`src/rtl/booth_pkg.sv`:
```
// Shared types and helpers for the radix-4 Booth multiplier: FSM states,
// Booth digit encoding and the step-count derivation.
package booth_pkg;

    typedef enum logic {
        IDLE = 1'b0,
        RUN  = 1'b1
    } state_e;

    typedef enum logic [2:0] {
        NEG2 = 3'd0,
        NEG1 = 3'd1,
        ZERO = 3'd2,
        POS1 = 3'd3,
        POS2 = 3'd4
    } booth_digit_e;

    function automatic int booth_iter(input int width);
        return width / 2 + 1;
    endfunction

    // Triplet is {b[2i+1], b[2i], b[2i-1]}.
    function automatic booth_digit_e booth_recode(input logic [2:0] triplet);
        booth_digit_e digit;
        case (triplet)
            3'b000, 3'b111: digit = ZERO;
            3'b001, 3'b010: digit = POS1;
            3'b011:         digit = POS2;
            3'b100:         digit = NEG2;
            3'b101, 3'b110: digit = NEG1;
            default:        digit = ZERO;
        endcase
        return digit;
    endfunction

endpackage

```
`src/rtl/booth_r4_recoder.sv`:
```
// Combinational radix-4 Booth recoder: turns a multiplier triplet and the
// (already positioned) extended multiplicand into a signed partial product.
module booth_r4_recoder
    import booth_pkg::*;
#(
    parameter int AW = 20
) (
    input  logic [2:0]    triplet,
    input  logic [AW-1:0] mcand,
    output logic [AW-1:0] partial
);

    booth_digit_e digit_s;

    assign digit_s = booth_recode(triplet);

    // Select digit x multiplicand, modulo 2^AW.
    always_comb begin
        partial = {AW{1'b0}};
        case (digit_s)
            NEG2:    partial = {AW{1'b0}} - {mcand[AW-2:0], 1'b0};
            NEG1:    partial = {AW{1'b0}} - mcand;
            ZERO:    partial = {AW{1'b0}};
            POS1:    partial = mcand;
            POS2:    partial = {mcand[AW-2:0], 1'b0};
            default: partial = {AW{1'b0}};
        endcase
    end

endmodule

```
`src/rtl/booth_radix4_multiplier.sv`:
```
// Iterative radix-4 Booth multiplier: two multiplier bits per clock, signed or
// unsigned per operation, fixed latency of WIDTH/2+1 cycles.
module booth_radix4_multiplier
    import booth_pkg::*;
#(
    parameter int WIDTH = 8
) (
    input  logic                 clk,
    input  logic                 rst,
    input  logic                 start,
    input  logic                 signed_mode,
    input  logic [WIDTH-1:0]     multiplicand,
    input  logic [WIDTH-1:0]     multiplier,
    output logic                 busy,
    output logic                 done,
    output logic [2*WIDTH-1:0]   product
);

    localparam int ITER = booth_iter(WIDTH);
    localparam int EW   = WIDTH + 2;
    localparam int AW   = 2 * WIDTH + 4;
    localparam int CW   = $clog2(ITER);
    localparam logic [CW-1:0] LAST    = CW'(ITER - 1);
    localparam logic [CW-1:0] CNT_ONE = CW'(1);

    state_e             state_r, state_nxt_s;
    logic [CW-1:0]      cnt_r;
    logic [AW-1:0]      mcand_r;
    logic [EW:0]        mplier_r;
    logic [AW-1:0]      acc_r;
    logic               busy_r, done_r;
    logic [2*WIDTH-1:0] product_r;

    logic               load_s, step_s, finish_s;
    logic               sign_a_s, sign_b_s;
    logic [AW-1:0]      ext_a_s, pp_s, acc_sum_s;
    logic [EW:0]        ext_b_s;

    // Multiplier carries the appended b[-1]=0; shifting it right by two each
    // step keeps the current triplet in bits [2:0].
    assign sign_a_s  = signed_mode & multiplicand[WIDTH-1];
    assign sign_b_s  = signed_mode & multiplier[WIDTH-1];
    assign ext_a_s   = {{(AW-WIDTH){sign_a_s}}, multiplicand};
    assign ext_b_s   = {{2{sign_b_s}}, multiplier, 1'b0};
    assign acc_sum_s = acc_r + pp_s;

    booth_r4_recoder #(.AW(AW)) u_recoder (
        .triplet (mplier_r[2:0]),
        .mcand   (mcand_r),
        .partial (pp_s)
    );

    // State register.
    always_ff @(posedge clk) begin
        if (rst) begin
            state_r <= IDLE;
        end else begin
            state_r <= state_nxt_s;
        end
    end

    // Next-state and step control; a start on the final step is accepted
    // immediately so back-to-back operations complete every ITER cycles.
    always_comb begin
        state_nxt_s = state_r;
        load_s      = 1'b0;
        step_s      = 1'b0;
        finish_s    = 1'b0;
        case (state_r)
            IDLE: begin
                if (start) begin
                    load_s      = 1'b1;
                    state_nxt_s = RUN;
                end else begin
                    state_nxt_s = IDLE;
                end
            end
            RUN: begin
                step_s = 1'b1;
                if (cnt_r == LAST) begin
                    finish_s = 1'b1;
                    if (start) begin
                        load_s      = 1'b1;
                        state_nxt_s = RUN;
                    end else begin
                        state_nxt_s = IDLE;
                    end
                end else begin
                    state_nxt_s = RUN;
                end
            end
            default: state_nxt_s = IDLE;
        endcase
    end

    // Operand, accumulator, counter and output registers.
    always_ff @(posedge clk) begin
        if (rst) begin
            cnt_r     <= {CW{1'b0}};
            mcand_r   <= {AW{1'b0}};
            mplier_r  <= {(EW+1){1'b0}};
            acc_r     <= {AW{1'b0}};
            busy_r    <= 1'b0;
            done_r    <= 1'b0;
            product_r <= {(2*WIDTH){1'b0}};
        end else begin
            if (load_s) begin
                cnt_r    <= {CW{1'b0}};
                mcand_r  <= ext_a_s;
                mplier_r <= ext_b_s;
                acc_r    <= {AW{1'b0}};
            end else if (step_s) begin
                cnt_r    <= cnt_r + CNT_ONE;
                mcand_r  <= {mcand_r[AW-3:0], 2'b00};
                mplier_r <= {2'b00, mplier_r[EW:2]};
                acc_r    <= acc_sum_s;
            end
            if (finish_s) begin
                product_r <= acc_sum_s[2*WIDTH-1:0];
            end
            done_r <= finish_s;
            busy_r <= (state_nxt_s == RUN);
        end
    end

    assign busy    = busy_r;
    assign done    = done_r;
    assign product = product_r;

endmodule

```
`config.mk`:
```
export PLATFORM = sky130hd
export DESIGN_NAME = booth_radix4_multiplier
export DESIGN_NICKNAME = d
export VERILOG_FILES = /design/src/rtl/booth_pkg.sv /design/src/rtl/booth_r4_recoder.sv /design/src/rtl/booth_radix4_multiplier.sv
export SDC_FILE = /design/constraint.sdc
export NUM_CORES = 1
export LEC_CHECK = 0
export BUFFER_PORTS_ARGS = -buffer_cell sky130_fd_sc_hd__buf_2
export CORE_UTILIZATION = 40
export DETAILED_ROUTE_END_ITERATION = 10
export PLACE_DENSITY_LB_ADDON = 0.1
export SLEW_MARGIN = 20
export SYNTH_ARGS = -nofsm -noshare
export SYNTH_HDL_FRONTEND = slang
export SYNTH_SLANG_ARGS = --single-unit
```
`constraint.sdc`:
```
create_clock -name clk -period 4.8 [get_ports clk]
set_clock_uncertainty 0.15 [all_clocks]
set_input_delay 0 -clock clk [delete_from_list [all_inputs] [get_ports clk]]
set_output_delay 0 -clock clk [all_outputs]
set_load 0.005 [all_outputs]
```
==> metrics.csv <==
stage;metric;value;unit
drt;vias_per_cell;5.53;
yosys;synth_nets;561;
yosys;synthCells;520;
sta;fin_crit_sh;0.970;
floorplan;num_rows;35;
drt;ant_nets;0;
yosys;syn_area;3950;um^2
final_layout;diodes;0;
critical_path;crit_chain;inv_1 > ha_2 > or4b_4 > or3_2 > or3_4 > o21ai_0 > nand2_1 > o21ai_0 > a221o_1 > ha_2 > a21o_1 > or2_2 > o31a_1 > o31a_1 > a21o_1 > a21oi_2 > mux2_1;
yosys;ys_seq_area_frac;0.319;
drt;dr_total_vias;3837;
global_routing;antenna_found_initial;0;
floorplan;die_w;101;um
sta;hold_viol_final;0;
critical_path;cp.buffers_inverters;1;
global_routing;grt_first_pass_wirelength;16.9;mm
yosys;synth_ff_type;dfxtp_1;
place;place_area;4220;um^2
floorplan;dieArea;10300;um^2
drt;drc_errors;0;
sta;setup_slack;0.144;ns
global_routing;grtUsageTotal;0.211;
critical_path;crit_type;reg -> reg;
drt;wl;10.2;mm
clock_tree;clk_pin_slew_worst_paths;0.08;ns
yosys;synthDistinctLibCells;63;
sta;finalMaxSlewViolations;0;
final_layout;area_growth;16.9;%
sta;max_freq;215;MHz
hold_path;hold_path_class;in -> reg;
place;hpwlAfterDp;7.24;mm
floorplan;start_util;0.420;
clock_tree;clock-sinks;63;
drt;routedWlPerCell;14.8;um
final_layout;layout-drive-gt1-share;0.143;
final_layout;final_area;4620;um^2
outcome;status;finished clean;
critical_path;cp_slowest_cell;or4b_4;
clock_tree;cts_buffers;9;
power;cellLeakagePower;1.88;nW
critical_path;worstPathMaxFanout;8;
power;vdd_drop_max;0.141;mV
yosys;async_reset_ff_frac;0;
yosys;avgSynthCellArea;7.60;um^2
floorplan;die_h;101;um
critical_path;crit_family;simple AND/OR/NAND/NOR gates;
critical_path;cp_data_required_time;4.89;ns
drt;drtPass1Iterations;5;
place;gp_routability_congestion;0.884;
yosys;synth_seq_cells;63;
clock_tree;h-tree-depth;3;
clock_tree;postCtsSetupRepairBufs;0;
place;port_buffers;37;
place;pre_cts_ws;0.0700;ns
critical_path;cp.arrival;4.75;ns
critical_path;slowest_delay;0.53;ns
global_routing;grt_pass1_vias;3568;
sta;max_slew_margin;0.353;
floorplan;io_pins;38;
sta;whs;0.0186;ns
final_layout;fin_nets;601;
global_routing;grt_max_degree;40;
yosys;synth_edf_count;0;
clock_tree;insertion_delay;0.36;ns
drt;drtIter0Drc;198;
critical_path;worstSetupEndpointType;register;
run;cap_violations;0;
sta;finalCriticalPeriod;4.66;ns
floorplan;coreArea;9420;um^2
yosys;ys_warn_count;0;
power;power;1.25;mW
global_routing;overflow;0;
sta;worstMarginPinSlew;0.970;ns
clock_tree;cts_tree;built;
clock_tree;cts_buffer_depth;2;
critical_path;cp-start-kind;register;
clock_tree;cts_root_buffer;clkbuf_8;
sta;setup_viol;0;
power;power.density;270;nW/um^2
[timing repair]
action,4_1_cts,5_1_grt
hold endpoints to repair,18,0
gates resized for setup,0,3
setup endpoints to repair,0,1
hold buffers,21,0
[power breakdown]
part           switching (mW)  leakage, nW  internal, mW
Sequential             0.0283        0.513         0.543
Combinational           0.140         1.28         0.102
Clock                   0.231       0.0930         0.204
Total                   0.399         1.88         0.849
[registers in the layout, indices dropped and copies added, names as in the netlist]
register / count
acc_r: 16
mcand_r: 16
cnt_r: 3
mplier_r: 10
done: 1
product: 16
busy: 1
[synthesized netlist by cell type, types with 2 or more instances]
library cell | number | area share
a211oi_1 | 7 | 0.013
a21o_1 | 9 | 0.017
a21oi_1 | 34 | 0.043
a21oi_2 | 2 | 0.0044
a221o_1 | 2 | 0.0051
a222oi_1 | 4 | 0.010
a22oi_1 | 7 | 0.013
a311oi_1 | 6 | 0.013
a31oi_1 | 9 | 0.014
a32oi_1 | 3 | 0.0067
and2_1 | 4 | 0.0063
and3_1 | 2 | 0.0032
buf_1 | 4 | 0.0038
buf_2 | 4 | 0.0051
clkbuf_1 | 30 | 0.029
dfxtp_1 | 63 | 0.32
ha_1 | 20 | 0.063
inv_1 | 11 | 0.010
mux2i_1 | 17 | 0.043
nand2_1 | 85 | 0.081
nand2b_1 | 4 | 0.0063
nand3_1 | 12 | 0.015
nand4_1 | 3 | 0.0048
nand4b_1 | 3 | 0.0067
nor2_1 | 63 | 0.060
nor2b_1 | 3 | 0.0048
nor3_1 | 11 | 0.014
nor4_1 | 4 | 0.0063
o211ai_1 | 3 | 0.0057
o21a_1 | 2 | 0.0038
o21ai_0 | 25 | 0.032
o22ai_1 | 9 | 0.014
o311ai_0 | 4 | 0.0089
o31a_1 | 2 | 0.0044
o31ai_1 | 3 | 0.0057
or2_2 | 3 | 0.0048
or3_1 | 2 | 0.0032
or4_1 | 2 | 0.0038
xnor2_1 | 13 | 0.029
xor2_1 | 3 | 0.0067
[cell type report]
type	instances	area, um^2
clock buffer	10	138
clock inverter	6	43.8
fill	911	4800
inverter	11	41.3
multi-input combinational	406	2490
sequential	63	1260
tap	129	161
timing repair buffer	69	478
[placed cells by master (no fill, tap or decap), types with 4 or more instances in the layout]
| cell type | n |
|---|---|
| a31oi_1 | 9 |
| o311ai_0 | 4 |
| a22oi_1 | 7 |
| nand2b_1 | 4 |
| ha_1 | 18 |
| buf_2 | 37 |
| o21ai_0 | 25 |
| and2_1 | 4 |
| a21oi_1 | 34 |
| buf_4 | 11 |
| nand3_1 | 12 |
| nor2_1 | 62 |
| o22ai_1 | 9 |
| nor3_1 | 11 |
| a311oi_1 | 6 |
| clkbuf_8 | 10 |
| dlygate4sd3_1 | 21 |
| dfxtp_1 | 63 |
| mux2i_1 | 17 |
| a21o_1 | 9 |
| nor4_1 | 4 |
| a211oi_1 | 7 |
| a222oi_1 | 4 |
| xnor2_1 | 13 |
| nand2_1 | 85 |
| inv_1 | 11 |
[logic make-up (layout without fill, tap and decap cells)]
group | after synthesis | after routing | synth area share
flip-flops | 63 | 63 | 0.319
adder cells (fa/ha/maj) | 21 | 21 | 0.0684
AO/OA/AOI/OAI | 140 | 140 | 0.236
buffers and inverters | 51 | 96 | 0.0519
AND/OR/NAND/NOR | 211 | 211 | 0.243
multiplexers | 18 | 18 | 0.0459
XOR/XNOR | 16 | 16 | 0.0355
[through the flow]
stage / cells / setup TNS (ns) / utilization
2_1_floorplan: 520 / 0 / -
3_3_place_gp: 657 / 0 / 0.448
3_5_place_dp: 657 / 0 / 0.448
4_1_cts: 694 / 0 / 0.490
5_1_grt: 694 / -0.0394 / 0.490
6_report: 694 / 0 / 0.490
[tightest hold or removal path, stage by stage]
cell	delay, ns
buf_2	0.10
buf_4	0.25
nor2_1	0.13
[per-layer routing]
metal | wire (um) | share of wire | up-vias | GRT usage
met5 | 0 | 0 | - | 0
li1 | - | - | 1945 | -
met3 | 341 | 0.033 | 14 | 0.0366
met4 | 147 | 0.014 | 0 | 0.0803
met1 | 4790 | 0.47 | 1804 | 0.254
met2 | 4970 | 0.48 | 74 | 0.374
[worst paths after layout]
kind / slack, ns / start / cells past startpoint / endpoint
max: 0.14 / mcand_r[1] / 17 / acc_r[15]
min: 0.02 / rst / 3 / done
min reg2reg: 0.30 / product[2] / 2 / product[2]
max reg2reg: 0.14 / mcand_r[1] / 17 / acc_r[15]
(Power assumes the default switching activity.)
